--- config.mk ---
export PLATFORM = sky130hd
export DESIGN_NAME = i2c_master_burst
export DESIGN_NICKNAME = d
export VERILOG_FILES = /design/src/rtl/i2c_master_burst.sv
export SDC_FILE = /design/constraint.sdc
export NUM_CORES = 1
export LEC_CHECK = 0
export CORE_MARGIN = 1.5
export CORE_UTILIZATION = 50
export DETAILED_ROUTE_END_ITERATION = 10
export PLACE_DENSITY = 0.77
export SYNTH_ARGS = -nofsm -noshare
export SYNTH_HDL_FRONTEND = slang
export SYNTH_SLANG_ARGS = --single-unit
--- constraint.sdc ---
create_clock -name clk -period 3.07 [get_ports clk]
set_input_delay 0.614 -clock clk [delete_from_list [all_inputs] [get_ports clk]]
set_output_delay 0.614 -clock clk [all_outputs]
set_load 0.01 [all_outputs]
--- src/rtl/i2c_master_burst.sv ---
// Single-master I2C burst controller: START, address+R/W, N data bytes with ACK
// handling, STOP. Open-drain style outputs (1 = pull the line low).
module i2c_master_burst #(
  parameter int CLK_DIV   = 4,
  parameter int MAX_BYTES = 16,
  parameter int NB_W      = $clog2(MAX_BYTES + 1)
) (
  input  logic            clk,
  input  logic            rst,
  input  logic            start,
  input  logic            rw,
  input  logic [6:0]      dev_addr,
  input  logic [NB_W-1:0] nbytes,
  input  logic [7:0]      wr_data,
  output logic            wr_take,
  output logic [7:0]      rd_data,
  output logic            rd_valid,
  output logic            busy,
  output logic            done,
  output logic            nack,
  output logic            scl_oe,
  output logic            sda_oe,
  input  logic            sda_i,
  output logic [3:0]      dbg_state
);

  localparam int DIV_W = (CLK_DIV > 1) ? $clog2(CLK_DIV) : 1;
  localparam logic [DIV_W-1:0] DIV_LAST   = DIV_W'(CLK_DIV - 1);
  localparam logic [DIV_W-1:0] DIV_PENULT = DIV_W'(CLK_DIV - 2);
  localparam logic [DIV_W-1:0] DIV_ONE    = DIV_W'(1);
  localparam logic [NB_W-1:0]  NB_MAX     = NB_W'(MAX_BYTES);
  localparam logic [NB_W-1:0]  NB_ONE     = NB_W'(1);

  typedef enum logic [3:0] {
    S_IDLE, S_START, S_ADDR, S_ADDR_ACK, S_WDATA, S_WACK, S_RDATA, S_MACK, S_STOP
  } state_t;

  state_t            state_q, state_d;
  logic [DIV_W-1:0]  div_q, div_d;
  logic [1:0]        qtr_q, qtr_d;
  logic [2:0]        bit_q, bit_d;
  logic [7:0]        sh_q, sh_d;
  logic [NB_W-1:0]   cnt_q, cnt_d;
  logic              rw_q, rw_d;
  logic              samp_q, samp_d;
  logic              sda_s1_q, sda_s2_q;
  logic              busy_q, busy_d;
  logic              done_q, done_d;
  logic              nack_q, nack_d;
  logic              wr_take_q, wr_take_d;
  logic              rd_valid_q, rd_valid_d;
  logic [7:0]        rd_data_q, rd_data_d;
  logic              scl_oe_q, scl_oe_d;
  logic              sda_oe_q, sda_oe_d;
  logic              bit_end, samp_pt;

  always_comb begin
    state_d    = state_q;
    div_d      = div_q;
    qtr_d      = qtr_q;
    bit_d      = bit_q;
    sh_d       = sh_q;
    cnt_d      = cnt_q;
    rw_d       = rw_q;
    samp_d     = samp_q;
    busy_d     = busy_q;
    nack_d     = nack_q;
    rd_data_d  = rd_data_q;
    done_d     = 1'b0;
    wr_take_d  = 1'b0;
    rd_valid_d = 1'b0;
    scl_oe_d   = 1'b0;
    sda_oe_d   = 1'b0;
    bit_end    = (div_q == DIV_LAST) && (qtr_q == 2'd3);
    samp_pt    = (div_q == DIV_LAST) && (qtr_q == 2'd2);

    if (state_q != S_IDLE) begin
      if (div_q == DIV_LAST) begin
        div_d = '0;
        qtr_d = qtr_q + 2'd1;
      end else begin
        div_d = div_q + DIV_ONE;
      end
    end

    case (state_q)
      S_IDLE: begin
        if (start) begin
          state_d = S_START;
          div_d   = '0;
          qtr_d   = 2'd0;
          bit_d   = 3'd0;
          busy_d  = 1'b1;
          nack_d  = 1'b0;
          rw_d    = rw;
          sh_d    = {dev_addr, rw};
          cnt_d   = (nbytes > NB_MAX) ? NB_MAX : nbytes;
        end
      end
      S_START: begin
        if (bit_end) state_d = S_ADDR;
      end
      S_ADDR: begin
        if (bit_end) begin
          sh_d  = {sh_q[6:0], 1'b0};
          bit_d = bit_q + 3'd1;
          if (bit_q == 3'd7) begin
            state_d = S_ADDR_ACK;
            bit_d   = 3'd0;
          end
        end
      end
      S_ADDR_ACK: begin
        if (samp_pt) samp_d = sda_s2_q;
        if (bit_end) begin
          bit_d = 3'd0;
          if (samp_q) begin
            nack_d  = 1'b1;
            state_d = S_STOP;
          end else if (cnt_q == '0) begin
            state_d = S_STOP;
          end else if (rw_q) begin
            state_d = S_RDATA;
          end else begin
            state_d   = S_WDATA;
            sh_d      = wr_data;
            wr_take_d = 1'b1;
          end
        end
      end
      S_WDATA: begin
        if (bit_end) begin
          sh_d  = {sh_q[6:0], 1'b0};
          bit_d = bit_q + 3'd1;
          if (bit_q == 3'd7) begin
            state_d = S_WACK;
            bit_d   = 3'd0;
          end
        end
      end
      S_WACK: begin
        if (samp_pt) samp_d = sda_s2_q;
        if (bit_end) begin
          cnt_d = cnt_q - NB_ONE;
          if (samp_q) begin
            nack_d  = 1'b1;
            state_d = S_STOP;
          end else if (cnt_q == NB_ONE) begin
            state_d = S_STOP;
          end else begin
            state_d   = S_WDATA;
            sh_d      = wr_data;
            wr_take_d = 1'b1;
          end
        end
      end
      S_RDATA: begin
        if (samp_pt) sh_d = {sh_q[6:0], sda_s2_q};
        if (bit_end) begin
          bit_d = bit_q + 3'd1;
          if (bit_q == 3'd7) begin
            state_d    = S_MACK;
            bit_d      = 3'd0;
            rd_data_d  = sh_q;
            rd_valid_d = 1'b1;
          end
        end
      end
      S_MACK: begin
        if (bit_end) begin
          cnt_d   = cnt_q - NB_ONE;
          state_d = (cnt_q == NB_ONE) ? S_STOP : S_RDATA;
        end
      end
      S_STOP: begin
        // Leave one cycle early so done/busy land on the final STOP cycle.
        if ((qtr_q == 2'd3) && (div_q == DIV_PENULT)) begin
          state_d = S_IDLE;
          busy_d  = 1'b0;
          done_d  = 1'b1;
          div_d   = '0;
          qtr_d   = 2'd0;
        end
      end
      default: state_d = S_IDLE;
    endcase

    // Line drives are derived from the next-state view so they are registered.
    case (state_d)
      S_START: sda_oe_d = qtr_d[1];
      S_ADDR, S_WDATA: begin
        scl_oe_d = ~qtr_d[1];
        sda_oe_d = ~sh_d[7];
      end
      S_ADDR_ACK, S_WACK, S_RDATA: scl_oe_d = ~qtr_d[1];
      S_MACK: begin
        scl_oe_d = ~qtr_d[1];
        sda_oe_d = (cnt_d > NB_ONE);
      end
      S_STOP: begin
        scl_oe_d = ~qtr_d[1];
        sda_oe_d = (qtr_d != 2'd3);
      end
      default: ;
    endcase
  end

  always_ff @(posedge clk or posedge rst) begin
    if (rst) begin
      state_q    <= S_IDLE;
      div_q      <= '0;
      qtr_q      <= 2'd0;
      bit_q      <= 3'd0;
      sh_q       <= 8'h00;
      cnt_q      <= '0;
      rw_q       <= 1'b0;
      samp_q     <= 1'b1;
      sda_s1_q   <= 1'b1;
      sda_s2_q   <= 1'b1;
      busy_q     <= 1'b0;
      done_q     <= 1'b0;
      nack_q     <= 1'b0;
      wr_take_q  <= 1'b0;
      rd_valid_q <= 1'b0;
      rd_data_q  <= 8'h00;
      scl_oe_q   <= 1'b0;
      sda_oe_q   <= 1'b0;
    end else begin
      state_q    <= state_d;
      div_q      <= div_d;
      qtr_q      <= qtr_d;
      bit_q      <= bit_d;
      sh_q       <= sh_d;
      cnt_q      <= cnt_d;
      rw_q       <= rw_d;
      samp_q     <= samp_d;
      sda_s1_q   <= sda_i;
      sda_s2_q   <= sda_s1_q;
      busy_q     <= busy_d;
      done_q     <= done_d;
      nack_q     <= nack_d;
      wr_take_q  <= wr_take_d;
      rd_valid_q <= rd_valid_d;
      rd_data_q  <= rd_data_d;
      scl_oe_q   <= scl_oe_d;
      sda_oe_q   <= sda_oe_d;
    end
  end

  assign wr_take   = wr_take_q;
  assign rd_data   = rd_data_q;
  assign rd_valid  = rd_valid_q;
  assign busy      = busy_q;
  assign done      = done_q;
  assign nack      = nack_q;
  assign scl_oe    = scl_oe_q;
  assign sda_oe    = sda_oe_q;
  assign dbg_state = state_q;

endmodule
==> summary.txt <==
Clock tree
  • CTS tree: built
  • Hold buffer count at CTS: 0
  • CTS root buffer: clkbuf_8
  • H-tree Lvls: 2
  • Post-CTS setup buffer count: 0
  • Worst skew pair latency: 290 ps
  • Inserted Clock Buffers: 5
  • Clock sink total: 43
  • Max clock buf depth: 2
  • Cts repair resizes: 0
  • Clock-pin slew on the worst setup and hold paths: 80 ps

Drt
  • Initial DRC count: 207
  • Drt wl/cell: 15.6 um
  • WL final: 5.53 mm
  • Via count: approximately 2100
  • Vias/cell: roughly 6
  • Final antenna-violating net count: 0
  • DR pass1 iterations: 9
  • DRC viols: 3

Floorplanning
  • Core area: between 4000 and 5000 um^2
  • Ports: 44
  • Row cnt: 24
  • Initial Util: 52.7%
  • Die H: between 70 and 80 um
  • Die ar.: 5100 um^2
  • Die Wd: 71.4 um

Worst setup path
  • R2r worst-path depth: 8
  • Critical R2R Launch: cnt_q[1]$_DFF_PP0_
  • CP Class: reg -> reg
  • R2r setup slk: 370 ps
  • Critical Path RT: around 3300 ps
  • CP Max Fanout: 8
  • Critical path origin: cnt_q[1]$_DFF_PP0_
  • Arr. time, crit path: 2880 ps
  • CP startpoint kind: register
  • CP Capture Type: register
  • RR Endpoint: sda_oe$_DFF_PP0_

Timing
  • Worst-margin pin slew: approximately 800 ps
  • Final min period: 2700 ps
  • Worst hold slack: 362 ps
  • Max Freq: around 0.37 GHz
  • Setup TNS: 0 ps
  • Max-slew headroom: 46.3%
  • Final setup vio count: 0
  • Fin. Hold Viols: 0
  • Final slew viol count: 0
  • RSZ-0062 raised after global routing: no
  • Worst Skew: roughly 10 ps
  • Final critical-path share of the clock period: 87.8%

Flow run
  • Maxcap violations: 0

Global route
  • GRT Util Overall: 22.6%
  • Total grt overflow: 0
  • First-pass GRT wire length: 9.11 mm
  • Number of antenna violations at the first check in global routing: 0
  • Pin count of the biggest net entering global routing: 44
  • Vias in the first global route: about 1800

Pwr
  • VDD IR max: ~0.65 mV
  • Clock power frac: 14.4%
  • Pwr Density: 815 nW/um^2
  • PnR Total Power: 2.42 mW
  • Switch share: between 40% and 50%
  • Comb pwr share: around 49%
  • Leakage power: around 1.4 nW
  • Sw power: a little over 1 mW
  • Internal: around 1.4 mW
  • Seq pwr share: 36.5%

Status
  • Failing checks: DRC
  • Status: finished, violations left

Final layout
  • Antenna Cells: 0
  • Most frequent cells in the layout: 47 x nand2_1, 43 x clkdlybuf4s50_1, 40 x dfrtp_1
  • Most common cell after layout, fill and taps aside: nand2_1
  • Area grow syn2layout: 26.7%
  • Cell Count, Final, Fillers Out: 354
  • Layout cell share with drive strength beyond 1: 9.27%
  • Total Nets Final: around 340

Synthesis
  • Synth cell types: 60
  • Sequential share of the synthesized area: between 40 and 50%
  • Asr flop ratio synth: 100%
  • Syn Area/Cell: between 9 and 10 um^2
  • Ys flop type: dfrtp_1
  • Mapped Area: ~2300 um^2
  • Number of enable flip-flop cells after synthesis: 0
  • Ys Warns: 0
  • Yosys reg bits: 43
  • Mapped Nets: 284
  • Post-synthesis cell count: 250

Place
  • Dpl cells: 346
  • Post-DP HPWL: around 4.0 mm
  • GP Congestion: about 1.0
  • PortBufs: 43

Min path
  • Min-Delay Path Class: reg -> reg
  • Hold Path Depth: 0
  • HP Start: sda_s1_q$_DFF_PP1_
  • Hold Path End: sda_s2_q$_DFF_PP1_
==> critical path, cell delays in order (launching register included) <==
cell and delay (ps):
dfrtp_1 390, inv_1 110, ha_1 160, or4b_1 560, nand2_1 110, a31oi_1 80
o211ai_1 540, a221oi_1 270, a311o_1 360
==> cell families (layout without fill, tap and decap cells) <==
family          Yosys count  count (layout)  synth area share [%]
xor+xnor                  1               1                 0.374
fa+ha+maj                 9               9                  4.81
mux                       6               6                  2.78
buf+inv                  29              81                  4.86
simple gates            102             102                  22.2
compound gates           60              60                  18.9
flops                    43              43                  46.1
==> worst max-delay path by stage <==
stage                  endpoint  slack [ps]  cells past startpoint
6_report       sda_oe$_DFF_PP0_         370                      8
5_1_grt        sda_oe$_DFF_PP0_         200                      8
4_1_cts        sda_oe$_DFF_PP0_         390                      8
3_5_place_dp   sda_oe$_DFF_PP0_         350                      7
3_3_place_gp   sda_oe$_DFF_PP0_         410                      7
2_1_floorplan  sda_oe$_DFF_PP0_         600                      7
==> synthesized netlist by cell type, drive strengths merged, types with 5 or more instances <==
library cell / count / area (um^2)
buf: 6 / 27.5
and3: 6 / 37.5
inv: 17 / 63.8
ha: 9 / 113
clkbuf: 5 / 18.8
nor3: 5 / 25.0
nand2: 47 / 176
nor2: 11 / 41.3
dfrtp: 40 / 1000
o21ai: 13 / 65.1
nand3: 9 / 45.0
a21oi: 10 / 50.1
a222oi: 6 / 60.1
==> through the flow <==
stage	worst slack, ps	util, %	instance area (um^2)
floorplan	595	-	2340
global placement	411	64.8	2880
detailed placement	346	64.8	2880
CTS	393	66.7	2970
global route	198	66.7	2970
finish	374	66.7	2970
==> sequential cells by signal, summed over array words and instances, names as in the netlist <==
register   cells
samp_q         1
rd_data        8
div_q          2
rw_q           1
scl_oe         1
done           1
sda_oe         1
dbg_state      4
wr_take        1
nack           1
cnt_q          5
sda_s1_q       1
sh_q           8
bit_q          3
sda_s2_q       1
rd_valid       1
busy           1
qtr_q          2
==> power by group through the flow <==
| stage | clock [mW] | sequential, mW | combinational (mW) |
|---|---|---|---|
| 5_1_grt | 0.382 | 0.908 | 1.31 |
| 4_1_cts | 0.357 | 0.879 | 1.17 |
| 2_1_floorplan | 0 | 0.878 | 0.784 |
| 3_5_place_dp | 0 | 0.887 | 1.16 |
| 3_3_place_gp | 0 | 0.886 | 1.14 |
| 6_report | 0.348 | 0.883 | 1.19 |
==> metal layers <==
metal,vias to the layer above,routed length (um),GRT usage [%]
met3,6,345,3.52
met2,82,2370,32.0
met4,0,54,5.56
li1,1018,-,-
met1,988,2760,36.0
met5,-,0,0
==> cell type report <==
| type | instances | area (um^2) |
|---|---|---|
| inverter | 18 | 67.6 |
| sequential | 43 | 1080 |
| timing repair buffer | 55 | 520 |
| multi-input combinational | 178 | 1150 |
| tap | 52 | 65.1 |
| clock inverter | 2 | 12.5 |
| clock buffer | 6 | 72.6 |
| fill | 372 | 1480 |
Note: power is estimated with default switching activity, not from simulation.
